File: src/rtl/axi_arb2_pkg.sv
// Shared types for the two-master AXI4 arbiter.
// FSM state encodings and AXI burst/response codes.
package axi_arb2_pkg;

  typedef enum logic [1:0] {
    RD_IDLE,
    RD_ADDR,
    RD_DATA
  } rd_state_t;

  typedef enum logic [1:0] {
    WR_IDLE,
    WR_ADDR,
    WR_DATA,
    WR_RESP
  } wr_state_t;

  localparam logic [1:0] BURST_INCR = 2'b01;
  localparam logic [1:0] RESP_OKAY  = 2'b00;

endpackage

File: src/rtl/axi_arb2_rr_arb2.sv
// Two-way round-robin arbiter with a registered grant.
// The pointer flips to the loser after every grant taken.
module rr_arb2 (
  input  logic       clk,
  input  logic       rst,
  input  logic [1:0] req,
  input  logic       advance,
  output logic       gnt,
  output logic       gnt_valid
);

  logic ptr;
  logic win;

  always_comb begin
    win = req[1];
    if (req[0] && req[1]) win = ptr;
  end

  always_ff @(posedge clk) begin
    if (!rst) begin
      ptr       <= 1'b0;
      gnt       <= 1'b0;
      gnt_valid <= 1'b0;
    end else if (advance) begin
      gnt_valid <= |req;
      if (|req) begin
        gnt <= win;
        ptr <= ~win;
      end
    end
  end

endmodule

File: src/rtl/axi_arb2.sv
// Two-master to one-slave AXI4 arbiter, one outstanding
// transaction per direction, independent RR for read/write.
module axi_arb2
  import axi_arb2_pkg::*;
#(
  parameter int ADDR_W = 32,
  parameter int DATA_W = 32,
  parameter int ID_W   = 16
) (
  input  logic                clk,
  input  logic                rst,
  input  logic                s0_awvalid,
  output logic                s0_awready,
  input  logic [ADDR_W-1:0]   s0_awaddr,
  input  logic [ID_W-1:0]     s0_awid,
  input  logic [7:0]          s0_awlen,
  input  logic [2:0]          s0_awsize,
  input  logic [1:0]          s0_awburst,
  input  logic                s0_wvalid,
  output logic                s0_wready,
  input  logic [DATA_W-1:0]   s0_wdata,
  input  logic [DATA_W/8-1:0] s0_wstrb,
  input  logic                s0_wlast,
  output logic                s0_bvalid,
  input  logic                s0_bready,
  output logic [ID_W-1:0]     s0_bid,
  output logic [1:0]          s0_bresp,
  input  logic                s0_arvalid,
  output logic                s0_arready,
  input  logic [ADDR_W-1:0]   s0_araddr,
  input  logic [ID_W-1:0]     s0_arid,
  input  logic [7:0]          s0_arlen,
  input  logic [2:0]          s0_arsize,
  input  logic [1:0]          s0_arburst,
  output logic                s0_rvalid,
  input  logic                s0_rready,
  output logic [DATA_W-1:0]   s0_rdata,
  output logic [ID_W-1:0]     s0_rid,
  output logic [1:0]          s0_rresp,
  output logic                s0_rlast,
  input  logic                s1_awvalid,
  output logic                s1_awready,
  input  logic [ADDR_W-1:0]   s1_awaddr,
  input  logic [ID_W-1:0]     s1_awid,
  input  logic [7:0]          s1_awlen,
  input  logic [2:0]          s1_awsize,
  input  logic [1:0]          s1_awburst,
  input  logic                s1_wvalid,
  output logic                s1_wready,
  input  logic [DATA_W-1:0]   s1_wdata,
  input  logic [DATA_W/8-1:0] s1_wstrb,
  input  logic                s1_wlast,
  output logic                s1_bvalid,
  input  logic                s1_bready,
  output logic [ID_W-1:0]     s1_bid,
  output logic [1:0]          s1_bresp,
  input  logic                s1_arvalid,
  output logic                s1_arready,
  input  logic [ADDR_W-1:0]   s1_araddr,
  input  logic [ID_W-1:0]     s1_arid,
  input  logic [7:0]          s1_arlen,
  input  logic [2:0]          s1_arsize,
  input  logic [1:0]          s1_arburst,
  output logic                s1_rvalid,
  input  logic                s1_rready,
  output logic [DATA_W-1:0]   s1_rdata,
  output logic [ID_W-1:0]     s1_rid,
  output logic [1:0]          s1_rresp,
  output logic                s1_rlast,
  output logic                m_awvalid,
  input  logic                m_awready,
  output logic [ADDR_W-1:0]   m_awaddr,
  output logic [ID_W-1:0]     m_awid,
  output logic [7:0]          m_awlen,
  output logic [2:0]          m_awsize,
  output logic [1:0]          m_awburst,
  output logic                m_wvalid,
  input  logic                m_wready,
  output logic [DATA_W-1:0]   m_wdata,
  output logic [DATA_W/8-1:0] m_wstrb,
  output logic                m_wlast,
  input  logic                m_bvalid,
  output logic                m_bready,
  input  logic [ID_W-1:0]     m_bid,
  input  logic [1:0]          m_bresp,
  output logic                m_arvalid,
  input  logic                m_arready,
  output logic [ADDR_W-1:0]   m_araddr,
  output logic [ID_W-1:0]     m_arid,
  output logic [7:0]          m_arlen,
  output logic [2:0]          m_arsize,
  output logic [1:0]          m_arburst,
  input  logic                m_rvalid,
  output logic                m_rready,
  input  logic [DATA_W-1:0]   m_rdata,
  input  logic [ID_W-1:0]     m_rid,
  input  logic [1:0]          m_rresp,
  input  logic                m_rlast
);

  rd_state_t rd_state, rd_next;
  wr_state_t wr_state, wr_next;

  logic rg, rgv, wg, wgv;
  logic rd_addr, rd_data;
  logic wr_addr, wr_data, wr_resp;

  rr_arb2 u_rd_arb (
    .clk       (clk),
    .rst       (rst),
    .req       ({s1_arvalid, s0_arvalid}),
    .advance   (rd_state == RD_IDLE),
    .gnt       (rg),
    .gnt_valid (rgv)
  );

  rr_arb2 u_wr_arb (
    .clk       (clk),
    .rst       (rst),
    .req       ({s1_awvalid, s0_awvalid}),
    .advance   (wr_state == WR_IDLE),
    .gnt       (wg),
    .gnt_valid (wgv)
  );

  always_ff @(posedge clk) begin
    if (!rst) begin
      rd_state <= RD_IDLE;
      wr_state <= WR_IDLE;
    end else begin
      rd_state <= rd_next;
      wr_state <= wr_next;
    end
  end

  always_comb begin
    rd_next = rd_state;
    case (rd_state)
      RD_IDLE:
        if (s0_arvalid || s1_arvalid) rd_next = RD_ADDR;
      RD_ADDR:
        if (m_arvalid && m_arready) rd_next = RD_DATA;
      RD_DATA:
        if (m_rvalid && m_rready && m_rlast) rd_next = RD_IDLE;
      default: rd_next = RD_IDLE;
    endcase
  end

  always_comb begin
    wr_next = wr_state;
    case (wr_state)
      WR_IDLE:
        if (s0_awvalid || s1_awvalid) wr_next = WR_ADDR;
      WR_ADDR:
        if (m_awvalid && m_awready) wr_next = WR_DATA;
      WR_DATA:
        if (m_wvalid && m_wready && m_wlast) wr_next = WR_RESP;
      WR_RESP:
        if (m_bvalid && m_bready) wr_next = WR_IDLE;
      default: wr_next = WR_IDLE;
    endcase
  end

  // Read path: payload always muxed from the grant, handshakes gated by state
  assign rd_addr = (rd_state == RD_ADDR) && rgv;
  assign rd_data = (rd_state == RD_DATA);

  assign m_arvalid = rd_addr && (rg ? s1_arvalid : s0_arvalid);
  assign m_araddr  = rg ? s1_araddr  : s0_araddr;
  assign m_arid    = rg ? s1_arid    : s0_arid;
  assign m_arlen   = rg ? s1_arlen   : s0_arlen;
  assign m_arsize  = rg ? s1_arsize  : s0_arsize;
  assign m_arburst = rg ? s1_arburst : s0_arburst;

  assign s0_arready = rd_addr && !rg && m_arready;
  assign s1_arready = rd_addr &&  rg && m_arready;

  assign m_rready  = rd_data && (rg ? s1_rready : s0_rready);
  assign s0_rvalid = rd_data && !rg && m_rvalid;
  assign s1_rvalid = rd_data &&  rg && m_rvalid;
  assign s0_rdata  = m_rdata;
  assign s1_rdata  = m_rdata;
  assign s0_rid    = m_rid;
  assign s1_rid    = m_rid;
  assign s0_rresp  = m_rresp;
  assign s1_rresp  = m_rresp;
  assign s0_rlast  = m_rlast;
  assign s1_rlast  = m_rlast;

  // Write path: W from the loser stays stalled until its own WR_DATA
  assign wr_addr = (wr_state == WR_ADDR) && wgv;
  assign wr_data = (wr_state == WR_DATA);
  assign wr_resp = (wr_state == WR_RESP);

  assign m_awvalid = wr_addr && (wg ? s1_awvalid : s0_awvalid);
  assign m_awaddr  = wg ? s1_awaddr  : s0_awaddr;
  assign m_awid    = wg ? s1_awid    : s0_awid;
  assign m_awlen   = wg ? s1_awlen   : s0_awlen;
  assign m_awsize  = wg ? s1_awsize  : s0_awsize;
  assign m_awburst = wg ? s1_awburst : s0_awburst;

  assign s0_awready = wr_addr && !wg && m_awready;
  assign s1_awready = wr_addr &&  wg && m_awready;

  assign m_wvalid = wr_data && (wg ? s1_wvalid : s0_wvalid);
  assign m_wdata  = wg ? s1_wdata : s0_wdata;
  assign m_wstrb  = wg ? s1_wstrb : s0_wstrb;
  assign m_wlast  = wg ? s1_wlast : s0_wlast;

  assign s0_wready = wr_data && !wg && m_wready;
  assign s1_wready = wr_data &&  wg && m_wready;

  assign m_bready  = wr_resp && (wg ? s1_bready : s0_bready);
  assign s0_bvalid = wr_resp && !wg && m_bvalid;
  assign s1_bvalid = wr_resp &&  wg && m_bvalid;
  assign s0_bid    = m_bid;
  assign s1_bid    = m_bid;
  assign s0_bresp  = m_bresp;
  assign s1_bresp  = m_bresp;

endmodule

File: config.mk
export PLATFORM = sky130hd
export DESIGN_NAME = axi_arb2
export DESIGN_NICKNAME = d
export VERILOG_FILES = /design/src/rtl/axi_arb2_pkg.sv /design/src/rtl/axi_arb2_rr_arb2.sv /design/src/rtl/axi_arb2.sv
export SDC_FILE = /design/constraint.sdc
export NUM_CORES = 1
export LEC_CHECK = 0
export BUFFER_PORTS_ARGS = -buffer_cell sky130_fd_sc_hd__buf_2
export CORE_AREA = 2 2 280 282
export CTS_CLUSTER_DIAMETER = 50
export DETAILED_ROUTE_END_ITERATION = 6
export DIE_AREA = 0 0 282 284
export GPL_TIMING_DRIVEN = 0
export SLEW_MARGIN = 5
export SYNTH_ARGS = -nofsm -noshare
export SYNTH_HDL_FRONTEND = slang
export SYNTH_SLANG_ARGS = --single-unit
File: constraint.sdc
create_clock -name clk -period 2.2 [get_ports clk]
set_clock_uncertainty 0.15 [all_clocks]
set_input_delay 0.44 -clock clk [delete_from_list [all_inputs] [get_ports clk]]
set_output_delay 0.44 -clock clk [all_outputs]
set_load 0.01 [all_outputs]
==> metrics.md <==
| Metric | Value |
|---|---|
| Layout net count | `~1500` |
| Synthesized area per cell | `8.90 um2` |
| Die Height | `between 200 and 300 um` |
| Worst path max stage delay | `0.39 ns` |
| Crit-path cells | `buf_12 -> buf_12 -> buf_8 -> mux2_2 -> buf_2` |
| Crit. End Element | `primary output` |
| CTS tree | `done` |
| Core Area | `just under 80000 um2` |
| WP data arrival | `roughly 1.6 ns` |
| Seq cells post-synth | `10` |
| Clk_lat worst skew | `roughly 0.24 ns` |
| DRC violations left | `0` |
| Slowest stage cell, crit path | `mux2_2` |
| GRT Util Overall | `0.0909` |
| Post-route cell area | `~8400 um2` |
| Die X | `~280 um` |
| Vias | `roughly 5600` |
| Max frequency | `between 400 and 500 MHz` |
| GRT overflow | `0` |
| Worst hold path type | `reg -> reg` |
| Fill count | `between 8000 and 9000` |
| Clock power frac | `0.101` |
| Unique cell type count in the Yosys netlist | `31` |
| Worst Setup SP | `u_wr_arb.gnt$_SDFFE_PN0P_` |
| Tmin final | `2.16 ns` |
| Mapped cell area | `3580 um2` |
| Initial Utilization | `0.0465` |
| Most used cell, CP | `buf_12` |
| Vias per Instance | `~2.6` |
| Post-synth top area share | `0.497` |
| Clock Path Buffers | `2` |
| Critical setup path kind | `reg -> out` |
| Global-route wire length before repair | `approximately 47000 um` |
| Hold_buf cts | `0` |
| Hold_sp | `u_rd_arb.ptr$_SDFFE_PN0P_` |
| Worst Max-Slew Pin Slew | `0.412 ns` |
| CTS root buffer | `clkbuf_16` |
| Largest net degree at the start of global routing | `11` |
| Placed cell areas | `between 8000 and 9000 um2` |
| Status | `complete, no violations` |
| Total Power | `3.24 mW` |
| Critical Path Fanout Max | `10` |
| Vias in the first global route | `5037` |
| I/O Buffers | `around 650` |
| Placed instance count | `roughly 2100` |
| Leak | `roughly 4.3 nW` |
| CTS clock-pin slew for the worst setup and hold paths | `roughly 0.040 ns` |
| FF-to-FF Start | `wr_state[0]$_SDFFE_PN0P_` |
| Finished Core Util | `0.110` |
| Synth async-reset ratio | `0` |
| Comb power frac | `0.818` |
| Pwr/cell area | `roughly 380 nW/um2` |
| Wire per inst | `19.1 um` |
| Drt first pass iters | `4` |
| Syn nets | `a little over 800` |
| Share of cells above drive strength 1 | `0.923` |
| Initial antenna violation count | `50` |
| Final period util | `0.983` |
| Routed WL | `just over 40000 um` |
| Required time of the critical path | `1.61 ns` |
| Int Pwr | `between 1.5 and 2 mW` |
| Net Sw Frac | `0.420` |
| Layout Cells excl Fill | `~2100` |
| Max Cap Viol | `0` |
| Worst rel slew slack | `0.725` |
| CP startpoint kind | `register` |
| Most common cell in the synthesized netlist | `mux2_2` |
| Synth Flop Type | `dfxtp_1` |
| I/O pins | `716` |
| Post-route antenna net violation count | `0` |
| Area leader, netlist | `mux2_2` |
| Sequential share of power | `0.081` |
| Peak VDD IR | `roughly 0.00016 V` |
| Fin. Hold Viols | `0` |
| Final Wtd Congestion | `between 0.8 and 0.9` |
| Cells after Synth | `between 400 and 500` |
| TNS Setup | `0 ns` |
| Synth cell count leaders | `mux2_2 (158), buf_4 (138), buf_2 (17)` |
| H-tree depth | `1` |
| Sequential area share after synthesis | `0.0559` |
| Area of the multi-input gates | `around 2200 um2` |
| CTS buffer count | `3` |
| Synth Warn # | `0` |
| Core Rows | `just over 100` |
| RSZ-0062 raised after global routing | `yes` |
| Clock sinks | `10` |
| Pins Over Slew Limit | `0` |
| Hpwl dp | `around 38000 um` |
| Final setup fails | `0` |
| Synth area leaders | `mux2_2 (50%), buf_4 (29%), dfxtp_1 (5.6%)` |
| Die area | `~80000 um2` |
| EDFF count, synth | `0` |
| P_sw | `1.36 mW` |
| Area growth syn-to-layout | `136%` |
| Register Area | `203 um2` |
| Drt initial violations | `158` |
[registers in the layout, indices dropped and copies added, names as in the netlist]
name and count:
rd_state 2, u_rd_arb.gnt 1, u_rd_arb.gnt_valid 1, u_rd_arb.ptr 1, u_wr_arb.gnt 1, u_wr_arb.gnt_valid 1
u_wr_arb.ptr 1, wr_state 2
[placed cells by master (no fill, tap or decap)]
master and n:
buf_8 3, clkbuf_4 2, mux2_4 1, a31oi_1 1, or2_2 1, o31ai_2 1
o31ai_1 1, ha_1 4, buf_2 645, a32oi_1 1, dfxtp_2 2, clkbuf_16 4
o21ai_0 4, a211oi_2 1, mux2_2 157, nand4_1 1, mux2i_1 6, inv_1 8
nand2_1 9, nor2b_1 5, o21a_1 1, nand4b_1 1, dfxtp_1 8, buf_12 4
nor3_1 2, a31o_2 1, nand3_1 2, a311oi_1 2, and3_1 2, buf_4 148
diode_2 9, buf_6 5, buf_16 1, nor3b_1 1, o21ai_1 1, nor2_1 13
a21oi_1 7, nand2b_1 1
[power by group through the flow]
stage                     sequential, mW  clock (mW)  combinational, mW
after detailed placement           0.261           0               2.51
after global routing               0.265       0.355               2.86
final                              0.261       0.328               2.65
after global placement             0.259           0               2.49
after CTS                          0.258       0.347               2.58
after floorplan                    0.252           0               1.41
[metal layers]
| metal | GRT usage | part of all wire | up-vias | routed length (um) |
|---|---|---|---|---|
| met2 | 0.146 | 0.43 | 466 | 17400 |
| li1 | - | - | 2580 | - |
| met4 | 0.00798 | 0.016 | 14 | 646 |
| met5 | 0 | 0.0022 | - | 87 |
| met3 | 0.0417 | 0.14 | 65 | 5750 |
| met1 | 0.115 | 0.41 | 2441 | 16400 |
[worst max-delay path, delay by kind of cell (launching register included)]
| kind | cells | cell delay (ns) |
|---|---|---|
| buf+inv | 4 | 0.59 |
| mux | 1 | 0.39 |
| flops | 1 | 0.33 |
[worst paths after layout]
check | end | slack, ns | cells past startpoint
hold / removal | u_rd_arb.ptr$_SDFFE_PN0P_ | 0.31 | 2
hold reg to reg | u_rd_arb.ptr$_SDFFE_PN0P_ | 0.31 | 2
setup / recovery | m_awaddr[8] | 0.04 | 5
setup reg to reg | wr_state[0]$_SDFFE_PN0P_ | 0.34 | 6
[logic make-up (layout without fill, tap and decap cells)]
family	count (synthesis)	after routing	synth area share
other cells	0	9	0
buf+inv	165	820	0.326
simple gates	38	38	0.0507
flops	10	10	0.0559
compound gates	21	21	0.0395
mux	164	164	0.514
fa+ha+maj	4	4	0.0140
[through the flow]
step | hold WS, ns | setup slack, ns
3_3_place_gp | 0.296 | -0.338
5_1_grt | 0.320 | -0.00692
6_report | 0.310 | 0.0365
4_1_cts | 0.300 | -0.0624
2_1_floorplan | 0.282 | 0.431
3_5_place_dp | 0.301 | -0.360
[what timing repair did]
item | CTS | global route
setup buffers | 0 | 4
setup endpoints to repair | 144 | 65
endpoints found under the hold margin | 0 | 0
resized for setup | 30 | 24
pin swaps | 0 | 0
cloned | 0 | 1
[layout make-up]
cell class / instances / share of cell area
Tap cell: 1040 / 0.154
Sequential cell: 10 / 0.0240
Inverter: 8 / 0.00356
Timing Repair Buffer: 652 / 0.392
Antenna cell: 9 / 0.00267
Clock buffer: 3 / 0.00890
Buffer: 157 / 0.152
Multi-Input combinational cell: 227 / 0.263
No activity file was read; power rests on OpenSTA's default activity.
